==> config.mk <==
export PLATFORM = sky130hd
export DESIGN_NAME = clk_div_gen
export DESIGN_NICKNAME = d
export VERILOG_FILES = /design/src/rtl/clk_div_gen.sv
export SDC_FILE = /design/constraint.sdc
export NUM_CORES = 1
export LEC_CHECK = 0
export ABC_AREA = 1
export BUFFER_PORTS_ARGS = -buffer_cell sky130_fd_sc_hd__buf_2
export CAP_MARGIN = 20
export CORE_ASPECT_RATIO = 0.7
export CORE_MARGIN = 2
export CORE_UTILIZATION = 40
export CTS_CLUSTER_DIAMETER = 60
export DETAILED_ROUTE_END_ITERATION = 6
export PLACE_DENSITY = 0.66
export SYNTH_ARGS = -nofsm -noshare
export SYNTH_HDL_FRONTEND = slang
export SYNTH_SLANG_ARGS = --single-unit
==> constraint.sdc <==
create_clock -name clk_i -period 4.6 [get_ports clk_i]
set_input_delay 0.23 -clock clk_i [delete_from_list [all_inputs] [get_ports clk_i]]
set_output_delay 0.23 -clock clk_i [all_outputs]
set_load 0.02 [all_outputs]
==> src/rtl/clk_div_gen.sv <==
// Reconfigurable clock divider with a valid/ready configuration port.
// A new divide ratio, high time and duty mode are held in a shadow copy and
// only become active at a period boundary, so div_clk_o never emits a runt.
// tick_o is a one-cycle enable in the clk_i domain marking each period start.
module clk_div_gen #(
   parameter int unsigned WIDTH       = 8,
   parameter int unsigned DEFAULT_DIV = 1
) (
   input  logic             clk_i,
   input  logic             rst,
   input  logic             div_en_i,
   input  logic             cfg_vld_i,
   output logic             cfg_rdy_o,
   input  logic [WIDTH-1:0] div_data_i,
   input  logic [WIDTH-1:0] high_data_i,
   input  logic             duty_mode_i,
   output logic             div_clk_o,
   output logic             tick_o
);

   localparam logic [WIDTH-1:0] NOne = WIDTH'(1);
   localparam logic [WIDTH:0]   XOne = (WIDTH + 1)'(1);
   localparam logic [WIDTH-1:0] DefN = WIDTH'(DEFAULT_DIV);
   localparam logic [WIDTH-1:0] DefH = WIDTH'(DEFAULT_DIV >> 1);

   // Effective high time in clk_i cycles for a given configuration.
   // Computed one bit wider so (N+1)/2 cannot overflow at N = 2^WIDTH-1.
   function automatic logic [WIDTH:0] calc_h_eff(input logic [WIDTH-1:0] n,
                                                 input logic [WIDTH-1:0] h,
                                                 input logic             mode);
      logic [WIDTH:0] n_x;
      logic [WIDTH:0] h_x;
      logic [WIDTH:0] r;
      n_x = {1'b0, n};
      h_x = {1'b0, h};
      if (n <= NOne) begin
         r = XOne;
      end else if (!mode) begin
         r = n[0] ? ((n_x + XOne) >> 1) : (n_x >> 1);
      end else if (h == '0) begin
         r = XOne;
      end else if (h_x >= n_x) begin
         r = n_x - XOne;
      end else begin
         r = h_x;
      end
      return r;
   endfunction

   // Counter and output state
   logic [WIDTH-1:0] cnt_q, cnt_d;
   logic             p_clk_q, p_clk_d;
   logic             n_clk_q, n_clk_d;
   logic             tick_q, tick_d;
   logic             run_q, run_d;

   // Configuration state: shadow (staged) and active copies
   logic             pending_q, pending_d;
   logic             cfg_rdy_q, cfg_rdy_d;
   logic [WIDTH-1:0] shd_n_q, shd_n_d;
   logic [WIDTH-1:0] shd_h_q, shd_h_d;
   logic             shd_mode_q, shd_mode_d;
   logic [WIDTH-1:0] act_n_q, act_n_d;
   logic [WIDTH-1:0] act_h_q, act_h_d;
   logic             act_mode_q, act_mode_d;

   // Decoded helpers
   logic             act_bypass;
   logic             accept;
   logic             apply;
   logic [WIDTH-1:0] cnt_next;
   logic [WIDTH-1:0] eff_n;
   logic [WIDTH-1:0] eff_h;
   logic             eff_mode;
   logic [WIDTH:0]   h_eff;

   // Next-state for counter, phase register, tick and configuration handshake.
   always_comb begin
      act_bypass = (act_n_q <= NOne);
      accept     = cfg_vld_i & cfg_rdy_q;

      // Bypass holds the count at 0 so every edge looks like a wrap.
      if (!run_q || act_bypass) begin
         cnt_next = '0;
      end else if (cnt_q == (act_n_q - NOne)) begin
         cnt_next = '0;
      end else begin
         cnt_next = cnt_q + NOne;
      end

      // A stopped or bypassed divider has no period to protect, so apply at once.
      apply = pending_q & ((cnt_next == '0) | !div_en_i | act_bypass);

      // The apply edge itself already runs on the new configuration.
      eff_n    = apply ? shd_n_q    : act_n_q;
      eff_h    = apply ? shd_h_q    : act_h_q;
      eff_mode = apply ? shd_mode_q : act_mode_q;
      h_eff    = calc_h_eff(eff_n, eff_h, eff_mode);

      cnt_d   = div_en_i ? cnt_next : '0;
      p_clk_d = div_en_i & ({1'b0, cnt_next} < h_eff);
      tick_d  = div_en_i & (cnt_next == '0);
      run_d   = div_en_i;

      shd_n_d    = accept ? div_data_i  : shd_n_q;
      shd_h_d    = accept ? high_data_i : shd_h_q;
      shd_mode_d = accept ? duty_mode_i : shd_mode_q;

      act_n_d    = apply ? shd_n_q    : act_n_q;
      act_h_d    = apply ? shd_h_q    : act_h_q;
      act_mode_d = apply ? shd_mode_q : act_mode_q;

      pending_d = pending_q;
      if (accept) begin
         pending_d = 1'b1;
      end else if (apply) begin
         pending_d = 1'b0;
      end

      // Ready reopens one edge after the apply edge has cleared pending.
      cfg_rdy_d = cfg_rdy_q;
      if (accept) begin
         cfg_rdy_d = 1'b0;
      end else if (!pending_q) begin
         cfg_rdy_d = 1'b1;
      end

      n_clk_d = p_clk_q;
   end

   // Rising-edge state registers.
   always_ff @(posedge clk_i or posedge rst) begin
      if (rst) begin
         cnt_q      <= '0;
         p_clk_q    <= 1'b0;
         tick_q     <= 1'b0;
         run_q      <= 1'b0;
         pending_q  <= 1'b0;
         cfg_rdy_q  <= 1'b1;
         shd_n_q    <= DefN;
         shd_h_q    <= DefH;
         shd_mode_q <= 1'b0;
         act_n_q    <= DefN;
         act_h_q    <= DefH;
         act_mode_q <= 1'b0;
      end else begin
         cnt_q      <= cnt_d;
         p_clk_q    <= p_clk_d;
         tick_q     <= tick_d;
         run_q      <= run_d;
         pending_q  <= pending_d;
         cfg_rdy_q  <= cfg_rdy_d;
         shd_n_q    <= shd_n_d;
         shd_h_q    <= shd_h_d;
         shd_mode_q <= shd_mode_d;
         act_n_q    <= act_n_d;
         act_h_q    <= act_h_d;
         act_mode_q <= act_mode_d;
      end
   end

   // Half-cycle delayed phase, used to trim odd ratios to an exact N/2 high time.
   always_ff @(negedge clk_i or posedge rst) begin
      if (rst) begin
         n_clk_q <= 1'b0;
      end else begin
         n_clk_q <= n_clk_d;
      end
   end

   // Output select: bypass mux, odd-ratio trim, or plain phase register.
   always_comb begin
      div_clk_o = p_clk_q;
      if (act_bypass) begin
         div_clk_o = clk_i & div_en_i;
      end else if (!act_mode_q && act_n_q[0]) begin
         div_clk_o = p_clk_q & n_clk_q;
      end
      tick_o    = tick_q;
      cfg_rdy_o = cfg_rdy_q;
   end

endmodule

# Word-level counts from Yosys, hierarchy flattened
# Cells that the tools add are included.
op_classes:
  add_sub_neg: 4
  magnitude_cmp: 4
  n_reduce_logical: 8
  n_bitwise: 8
  n_mux: 17
  n_eq_ne: 2
ops:
  columns: ["op", "n"]
  rows:
  - ["8-bit 2-to-1 mux", 6]
  - ["9-bit 2-to-1 mux", 4]
  - ["8-bit by 1-bit <= comparator with 1-bit output (second input constant)", 2]
  - ["8-bit zero test", 2]
  - ["8-bit by 1-bit adder with 9-bit output (second input constant)", 1]
  - ["8-bit by 9-bit < comparator with 1-bit output", 1]
  - ["8-bit by 1-bit subtractor with 9-bit output (second input constant)", 1]
  - ["8-bit by 1-bit adder with 8-bit output (second input constant)", 1]
  - ["8-bit equality test", 1]
  - ["8-bit greater-or-equal comparator", 1]
  - ["8-bit by 1-bit subtractor with 8-bit output (second input constant)", 1]
  - ["1-bit 2-to-1 mux", 7]
  - ["1-bit AND", 6]
  - ["1-bit zero test", 3]
  - ["2-bit by 1-bit != test with 1-bit output (second input constant)", 1]
  - ["1-bit bitwise OR", 2]
  - ["2-bit nonzero test", 1]
  - ["1-bit logical AND", 1]
  - ["1-bit logical OR", 1]
totals:
  input_bits: 21
  ff_bits: 48
  elab_cells: 56
  output_inout_bits: 3

# Longest topological paths before layout
# Gate-level depths: netlist of the first run.
depth:
  word_depth: 16
  depth_mapped: 40
  depth_no_buf: 39

==> results_dict.tcl, run 1 <==
set metrics [dict create \
    status "complete, no violations" \
    diodes 0 \
    ff_latch_area_um2 1205 \
    setup_viol 0 \
    relSlewSlack 0.5634 \
    crit_fanout 8 \
    die_w_um 112.6 \
    cp_slowest_stage_delay_ps 540 \
    synth_compound_area_frac 0.1080 \
    dp_worst_setup_slack_ps -102.2 \
    min_period_ps 4570 \
    grt_pass1_vias 3186 \
    fill_cells 709 \
    nets 575 \
    viasPerCell 5.138 \
    area_delta_synth_final_pct 29.89 \
    ys_seq_area_frac 0.3648 \
    fmax_mhz 218.8 \
    grt_overflow 0 \
    postRouteAntennaNets 0 \
    slew_viol_final 0 \
    utilization 0.5404 \
    worstPathArrival_ps 4900 \
    synth_cell_types 41 \
    endpoint_kind "flop" \
    final_cell_mix "nand2_1 (144), inv_1 (57), buf_4 (45), dfrtp_1 (44), nor2_1 (33)" \
    crit_path_start_kind "flop" \
    cp.required_ps 4930 \
    worstReg2RegEnd "n_clk_d" \
    power_switching_uw 1357 \
    leakagePower_uw 0.002266 \
    yosys.area_share.adder 0.07576 \
    ff2ff_path_depth 34 \
    finalCritPeriodShare 0.9935 \
    drive_gt1_frac 0.2692 \
    synth_mux_area_frac 0 \
    seqPwrFrac 0.212 \
    met1_usage 0.3074 \
    yosysWarnings 0 \
    worst_path_dominant_cell_family "simple AND/OR/NAND/NOR gates" \
    wl_per_cell_um 14.87 \
    stdcell_area_um2 4290 \
    p_sw_frac 0.4444 \
    dr_total_vias 3268 \
    synth-seq-cells 48 \
    track_usage 0.2173 \
    hold_slack_ps 1.830 \
    p_int_uw 1697 \
    grt_max_degree 48 \
    rows 27 \
    critPathBufInv 7 \
    multi_input_area_um2 1913 \
    comb_power_share 0.585 \
    global_route.usage.met2 0.3210 \
    worstMarginPinSlew_ps 654.2 \
    grt_pass1_wl_um 15310 \
    dieHeight_um 80.03 \
    rsz0062_at_grt "yes" \
    fin_ws_ps 29.77 \
    totalWireLength_um 9460 \
    drtIter0Drc 307 \
    clk_latency_ps 440 \
    path_common_cell "nand2_1" \
    avgSynthCellArea_um2 7.181 \
    start_util 0.4161 \
    antenna_found_initial 0 \
    met3_usage 0.06530 \
    hold_class "in -> async" \
    synth_xor_area_frac 0.03068 \
    port_buffers 23 \
    maxCapViolCount 0 \
    power.density_nw_per_um2 711.9 \
    cts_tree "yes" \
    r2r_start "act_n_q[0]" \
    r2r_setup_slack_ps 30 \
    finalPower_uw 3054 \
    hold_violations 0 \
    ir_worst_vdd_v 0.0002941 \
    busiest_layer "met2" \
    clock-skew-final_ps 45.47 \
    synth_area_um2 3303 \
    postCtsHoldBufs 0 \
    synth_top_family_by_area "simple AND/OR/NAND/NOR gates" \
    core-area_um2 7939 \
    synthCells 460 \
    drt_drc_violations_left 0 \
    synth_fp_nets 501 \
    cts.clk_slew.worst_paths_ps 70 \
    post_dp_cell_area_um2 3636 \
    power.clock.fraction 0.203 \
    synth-simple-area-share 0.3163 \
    gp_congestion 0.8973 \
    io_pins 24 \
    dp_hpwl_um 6316 \
    path_class "reg -> reg" \
    firstDrtPassIters 5 \
    die_area_um2 9013 \
    layout_commonest_cell "nand2_1" \
    crit_path_top_delay_cell "dfstp_2" \
]
==> cell families after synthesis <==
kind of cell,count (synthesis)
AO/OA/AOI/OAI,55
XOR/XNOR,10
buffers and inverters,84
adder cells (fa/ha/maj),20
AND/OR/NAND/NOR,243
flip-flops,48
==> timing repair <==
item / CTS / global route
resized for setup: 10 / 21
cloned: 1 / 1
pin swaps: 7 / 16
setup endpoints to repair: 1 / 2
buffers inserted: 29 / 5
==> worst max-delay path by stage <==
stage | from | end | slack (ps) | cells after the start
after global routing | act_n_q[0] | n_clk_d | -330 | 39
after CTS | act_n_q[0] | tick_o | -7 | 37
after floorplan | act_n_q[0] | n_clk_d | 220 | 35
after global placement | act_n_q[0] | n_clk_d | 50 | 33
final | act_n_q[0] | n_clk_d | 30 | 34
after detailed placement | act_n_q[0] | n_clk_d | -100 | 33
==> cell usage after synthesis <==
library cell | n | share of area
dfrtn_1 | 1 | 0.0076
nand3b_1 | 1 | 0.0023
o21bai_1 | 1 | 0.0023
buf_2 | 3 | 0.0045
a21oi_1 | 11 | 0.017
o211ai_1 | 4 | 0.0091
o21a_2 | 2 | 0.0053
inv_2 | 11 | 0.013
nand4_1 | 2 | 0.0038
o21ai_4 | 2 | 0.0098
or2_1 | 1 | 0.0019
o31ai_1 | 1 | 0.0023
nor2_2 | 4 | 0.0076
nand2_1 | 147 | 0.17
clkinv_1 | 5 | 0.0057
nor3b_1 | 1 | 0.0023
dfrtp_1 | 44 | 0.33
o21ai_2 | 3 | 0.0080
a211oi_1 | 1 | 0.0023
nor2_4 | 2 | 0.0068
inv_1 | 59 | 0.067
nand2_4 | 2 | 0.0068
buf_4 | 1 | 0.0023
o41ai_1 | 2 | 0.0053
buf_8 | 2 | 0.0091
ha_1 | 20 | 0.076
nand2_2 | 5 | 0.0095
nor4_1 | 1 | 0.0019
nand3_2 | 1 | 0.0030
clkbuf_1 | 3 | 0.0034
o21ai_1 | 13 | 0.020
nor3_1 | 11 | 0.017
xor2_1 | 9 | 0.024
a21oi_2 | 1 | 0.0027
a21oi_4 | 1 | 0.0049
o21ai_0 | 13 | 0.020
nor3_2 | 1 | 0.0030
nor2_1 | 35 | 0.040
dfstp_2 | 3 | 0.024
xnor3_1 | 1 | 0.0068
nand3_1 | 29 | 0.044
==> flip-flops by register name, summed over array words and instances, names as in the netlist <==
name and count:
act_h_q 8, act_mode_q 1, act_n_q 8, cfg_rdy_o 1, cnt_q 8, n_clk_d 1
n_clk_q 1, pending_q 1, run_q 1, shd_h_q 8, shd_mode_q 1, shd_n_q 8
tick_o 1
==> worst register-to-register path: cells and delay by family (launching register included) <==
family | cells | cell delay, ps
AND/OR/NAND/NOR | 16 | 1460
AO/OA/AOI/OAI | 8 | 970
adder cells (fa/ha/maj) | 3 | 780
buffers and inverters | 7 | 750
flip-flops | 1 | 540
==> stage by stage <==
step,instances,setup TNS [ps]
global route,636,-327.2
floorplan,460,0
detailed placement,594,-102.2
finish,636,0
global placement,594,0
CTS,635,-6.985
==> layout make-up <==
class	count	area share
clock inverter	3	0.01604
tap	101	0.02945
inverter	75	0.06562
clock buffer	9	0.04783
multi-input combinational	330	0.4459
timing repair buffer	70	0.1143
sequential	48	0.2808
==> power groups by stage <==
stage	Combinational (uW)	Sequential [uW]	Clock, uW
final	1790	649	619
after global routing	1980	663	649
after CTS	1610	645	625
after detailed placement	1430	651	8.23
after global placement	1410	647	8.23
after floorplan	1060	628	5.71
==> layer usage <==
layer | wire, um | part of all wire | vias up
met5 | 0 | 0 | -
met1 | 4409 | 0.47 | 1533
met4 | 121 | 0.013 | 0
li1 | - | - | 1590
met3 | 843 | 0.089 | 14
met2 | 4085 | 0.43 | 131
No activity file was read; power rests on OpenSTA's default activity.
==> inputs of run 2 (changes only) <==
Settings changed: PLACE_DENSITY 0.66 to 0.64.
Clock period 4.6 ns to 5.4 ns, I/O delays scaled along.
==> results_dict.tcl, run 2 (synthesis results as in run 1) <==
set metrics [dict create \
    status "complete, no violations" \
    clock-skew-final_ps 45.61 \
    leakagePower_uw 0.002019 \
    cts_tree "yes" \
    finalCritPeriodShare 0.9051 \
    grt_overflow 0 \
    grt_pass1_vias 2805 \
    track_usage 0.1942 \
    gp_congestion 0.9823 \
    stdcell_area_um2 3799 \
    path_common_cell "nand2_1" \
    grt_max_degree 48 \
    hold_path_depth 3 \
    dieHeight_um 80.03 \
    worstPathArrival_ps 5170 \
    endpoint_kind "flop" \
    nets 529 \
    crit_fanout 31 \
    firstDrtPassIters 5 \
    io_pins 24 \
    post_dp_cell_area_um2 3511 \
    worstReg2RegEnd "n_clk_d" \
    hold_path_end "shd_h_q[5]" \
    core-area_um2 7939 \
    maxCapViolCount 0 \
    grt_pass1_wl_um 13700 \
    ff2ff_path_depth 37 \
    dp_worst_setup_slack_ps 449.1 \
    crit_path_start_kind "flop" \
    hold_class "in -> reg" \
    dr_total_vias 2998 \
    setup_viol 0 \
    antenna_found_initial 0 \
    fmax_mhz 204.6 \
    hp-start "high_data_i[5]" \
    drive_gt1_frac 0.1575 \
    die_w_um 112.6 \
    postCtsHoldBufs 0 \
    drt_drc_violations_left 0 \
    tns_ps 0 \
    viasPerCell 5.081 \
    totalWireLength_um 8245 \
    slew_viol_final 0 \
    path_class "reg -> reg" \
    hold_slack_ps 56.82 \
    cts.clk_slew.worst_paths_ps 70 \
    postRouteAntennaNets 0 \
    min_period_ps 4888 \
    final_cell_mix "nand2_1 (147), inv_1 (58), dfrtp_1 (44), nor2_1 (35), nand3_1 (29)" \
    ir_worst_vdd_v 0.0002482 \
    worstMarginPinSlew_ps 632.5 \
    dp_hpwl_um 6442 \
    wl_per_cell_um 13.97 \
    r2r_setup_slack_ps 510 \
    rows 27 \
    dp.cells 579 \
    crit_path_top_delay_cell "dfstp_2" \
    start_util 0.4161 \
    area_delta_synth_final_pct 15.00 \
    r2r_start "act_n_q[0]" \
    power.density_nw_per_um2 596.7 \
    cp_slowest_stage_delay_ps 560 \
    layout_commonest_cell "nand2_1" \
    cp.required_ps 5690 \
    instances_no_fill 590 \
    drtIter0Drc 203 \
    diodes 0 \
    fin_ws_ps 512.3 \
    clk_latency_ps 440 \
    rsz0062_at_grt "no" \
    die_area_um2 9013 \
    hold_violations 0 \
    relSlewSlack 0.5779 \
    port_buffers 23 \
]
-- run 2: cell types whose count changed in the layout (fill, tap and decap cells not counted), sizes merged --
cell,change
buf,-44
nand2,-2
-- run 2: how the worst max path moves through the flow --
stage	from	endpoint	slack, ps	cells past startpoint
after floorplan	act_n_q[0]	n_clk_d	1020	35
after global placement	act_n_q[0]	n_clk_d	650	38
after detailed placement	act_n_q[0]	n_clk_d	450	38
after CTS	act_n_q[0]	n_clk_d	420	37
after global routing	act_n_q[0]	n_clk_d	4	38
final	act_n_q[0]	n_clk_d	510	37
-- run 2: final cells by class --
class | instances | area (um^2)
Fill cell | 780 | 4140
Sequential cell | 48 | 1205
Multi-Input combinational cell | 328 | 1772
Timing Repair Buffer | 26 | 140.1
Tap cell | 101 | 126.4
Clock buffer | 9 | 205.2
Clock inverter | 3 | 68.82
Inverter | 75 | 281.5
-- run 2: critical path: cells and delay by family (launching register included) --
family | cells | cell delay (ps)
compound gates | 9 | 1210
fa+ha+maj | 3 | 900
buf+inv | 4 | 180
flops | 1 | 560
simple gates | 21 | 1900
-- run 2: stage by stage --
step                  util  power [uW]
global route        0.4785        2465
floorplan                -        1440
global placement    0.4422        1687
CTS                 0.4761        2249
finish              0.4785        2267
detailed placement  0.4422        1717
-- run 2: timing repair --
action / 4_1_cts / 5_1_grt
setup buffers: 0 / 0
setup endpoints to repair: 0 / 1
resized for setup: 0 / 3
endpoints found under the hold margin: 0 / 0
-- run 2: report_power, final --
group	switching, uW	internal (uW)	leakage [uW]	total [uW]
Sequential	77.4	470	0.000591	548
Combinational	782	410	0.00129	1190
Clock	164	364	0.000137	528
Total	1020	1240	0.00202	2270
-- run 2: per-layer routing --
| metal | track usage | up-vias | wire length [um] |
|---|---|---|---|
| met5 | 0 | - | 0 |
| met4 | 0.06585 | 0 | 93 |
| met3 | 0.04176 | 11 | 556 |
| met2 | 0.2683 | 126 | 3274 |
| met1 | 0.2952 | 1359 | 4321 |
| li1 | - | 1502 | - |
==> inputs of run 3 (changes only) <==
Settings changed: MAX_ROUTING_LAYER from default to met4.
==> results_dict.tcl, run 3 (synthesis results as in run 1) <==
set metrics [dict create \
    tns_ps 0 \
    grt_max_degree 48 \
    hold_path_depth 3 \
    crit_path_top_delay_cell "dfstp_2" \
    instances_no_fill 591 \
    hold_violations 0 \
    ir_worst_vdd_v 0.0002635 \
    start_util 0.4161 \
    crit_fanout 31 \
    maxCapViolCount 0 \
    fin_ws_ps 487.0 \
    drt_drc_violations_left 0 \
    viasPerCell 5.105 \
    final_cell_mix "nand2_1 (146), inv_1 (58), dfrtp_1 (44), nor2_1 (35), nand3_1 (29)" \
    grt_pass1_wl_um 13940 \
    dr_total_vias 3017 \
    relSlewSlack 0.5806 \
    setup_viol 0 \
    path_class "reg -> reg" \
    wl_per_cell_um 14.15 \
    firstDrtPassIters 5 \
    r2r_start "act_n_q[0]" \
    track_usage 0.2025 \
    leakagePower_uw 0.002025 \
    nets 530 \
    worstPathArrival_ps 5240 \
    dieHeight_um 80.03 \
    dp_hpwl_um 6463 \
    hp-start "div_data_i[4]" \
    dp.cells 579 \
    endpoint_kind "flop" \
    fill_cells 781 \
    drtIter0Drc 196 \
    hold_class "in -> reg" \
    cp.required_ps 5730 \
    rows 27 \
    power.density_nw_per_um2 596.6 \
    drive_gt1_frac 0.1612 \
    worstReg2RegEnd "n_clk_d" \
    postRouteAntennaNets 0 \
    finalCritPeriodShare 0.9098 \
    critPathBufInv 4 \
    io_pins 24 \
    die_area_um2 9013 \
    layout_commonest_cell "nand2_1" \
    grt_overflow 0 \
    core-area_um2 7939 \
    status "complete, no violations" \
    die_w_um 112.6 \
    rsz0062_at_grt "no" \
    cts.clk_slew.worst_paths_ps 70 \
    totalWireLength_um 8364 \
    worstMarginPinSlew_ps 628.4 \
    diodes 0 \
    slew_viol_final 0 \
    min_period_ps 4913 \
    area_delta_synth_final_pct 15.53 \
    clk_latency_ps 440 \
    port_buffers 23 \
    crit_path_start_kind "flop" \
    cp_slowest_stage_delay_ps 560 \
    r2r_setup_slack_ps 490 \
    ff2ff_path_depth 32 \
    path_common_cell "nand2_1" \
    fmax_mhz 203.5 \
    clock-skew-final_ps 43.32 \
    worst_path_dominant_cell_family "simple AND/OR/NAND/NOR gates" \
    gp_congestion 1.003 \
    grt_pass1_vias 2843 \
    postCtsHoldBufs 0 \
    cts_tree "yes" \
    antenna_found_initial 0 \
    hold_path_end "shd_n_q[4]" \
    dp_worst_setup_slack_ps 424.4 \
]
run 3: cell types whose count changed in the layout (fill, tap and decap cells not counted), sizes merged:
cell	before	now
buf	27	28
run 3: final cells by class:
| class | count | area (um^2) | area share |
|---|---|---|---|
| clock buffers | 9 | 205.2 | 0.05377 |
| flip-flops and latches | 48 | 1205 | 0.3157 |
| repair buffers | 27 | 147.6 | 0.03869 |
| multi-input cells | 328 | 1782 | 0.4669 |
| well taps | 101 | 126.4 | 0.03311 |
| clock inverters | 3 | 68.82 | 0.01803 |
| inverters | 75 | 281.5 | 0.07377 |
run 3: where the power goes:
| group | leakage, uW | total (uW) | switching (uW) | internal (uW) |
|---|---|---|---|---|
| Clock | 0.000137 | 527 | 163 | 364 |
| Sequential | 0.000591 | 545 | 74.4 | 470 |
| Combinational | 0.00130 | 1210 | 791 | 414 |
run 3: tightest hold or removal path, stage by stage:
cell,delay [ps]
buf_2,70
nand2_1,40
nand2_1,40
run 3: worst max path at each step:
stage | start | endpoint | cells after the start
2_1_floorplan | act_n_q[0] | n_clk_d | 35
3_3_place_gp | act_n_q[0] | n_clk_d | 38
3_5_place_dp | act_n_q[0] | n_clk_d | 37
4_1_cts | act_n_q[0] | n_clk_d | 37
5_1_grt | act_n_q[0] | n_clk_d | 38
6_report | act_n_q[0] | n_clk_d | 32
run 3: layer usage:
metal / up-vias / share of wire / GRT usage
met5: - / 0 / -
met4: 0 / 0.0093 / 0.05244
met3: 9 / 0.069 / 0.04024
met2: 104 / 0.40 / 0.2820
met1: 1396 / 0.52 / 0.2986
li1: 1508 / - / -
run 3: timing repair:
action / 4_1_cts / 5_1_grt
endpoints found under the setup margin: 0 / 1
resized for setup: 0 / 5
buffers inserted: 0 / 1
run 3: through the flow:
| step | area, um^2 | util | hold WS (ps) | total power (uW) |
|---|---|---|---|---|
| floorplan | 3303 | - | 301.4 | 1440 |
| global placement | 3511 | 0.4422 | 466.4 | 1689 |
| detailed placement | 3511 | 0.4422 | 470.6 | 1718 |
| CTS | 3780 | 0.4761 | 57.30 | 2248 |
| global route | 3816 | 0.4807 | 65.51 | 2470 |
| finish | 3816 | 0.4807 | 56.73 | 2277 |
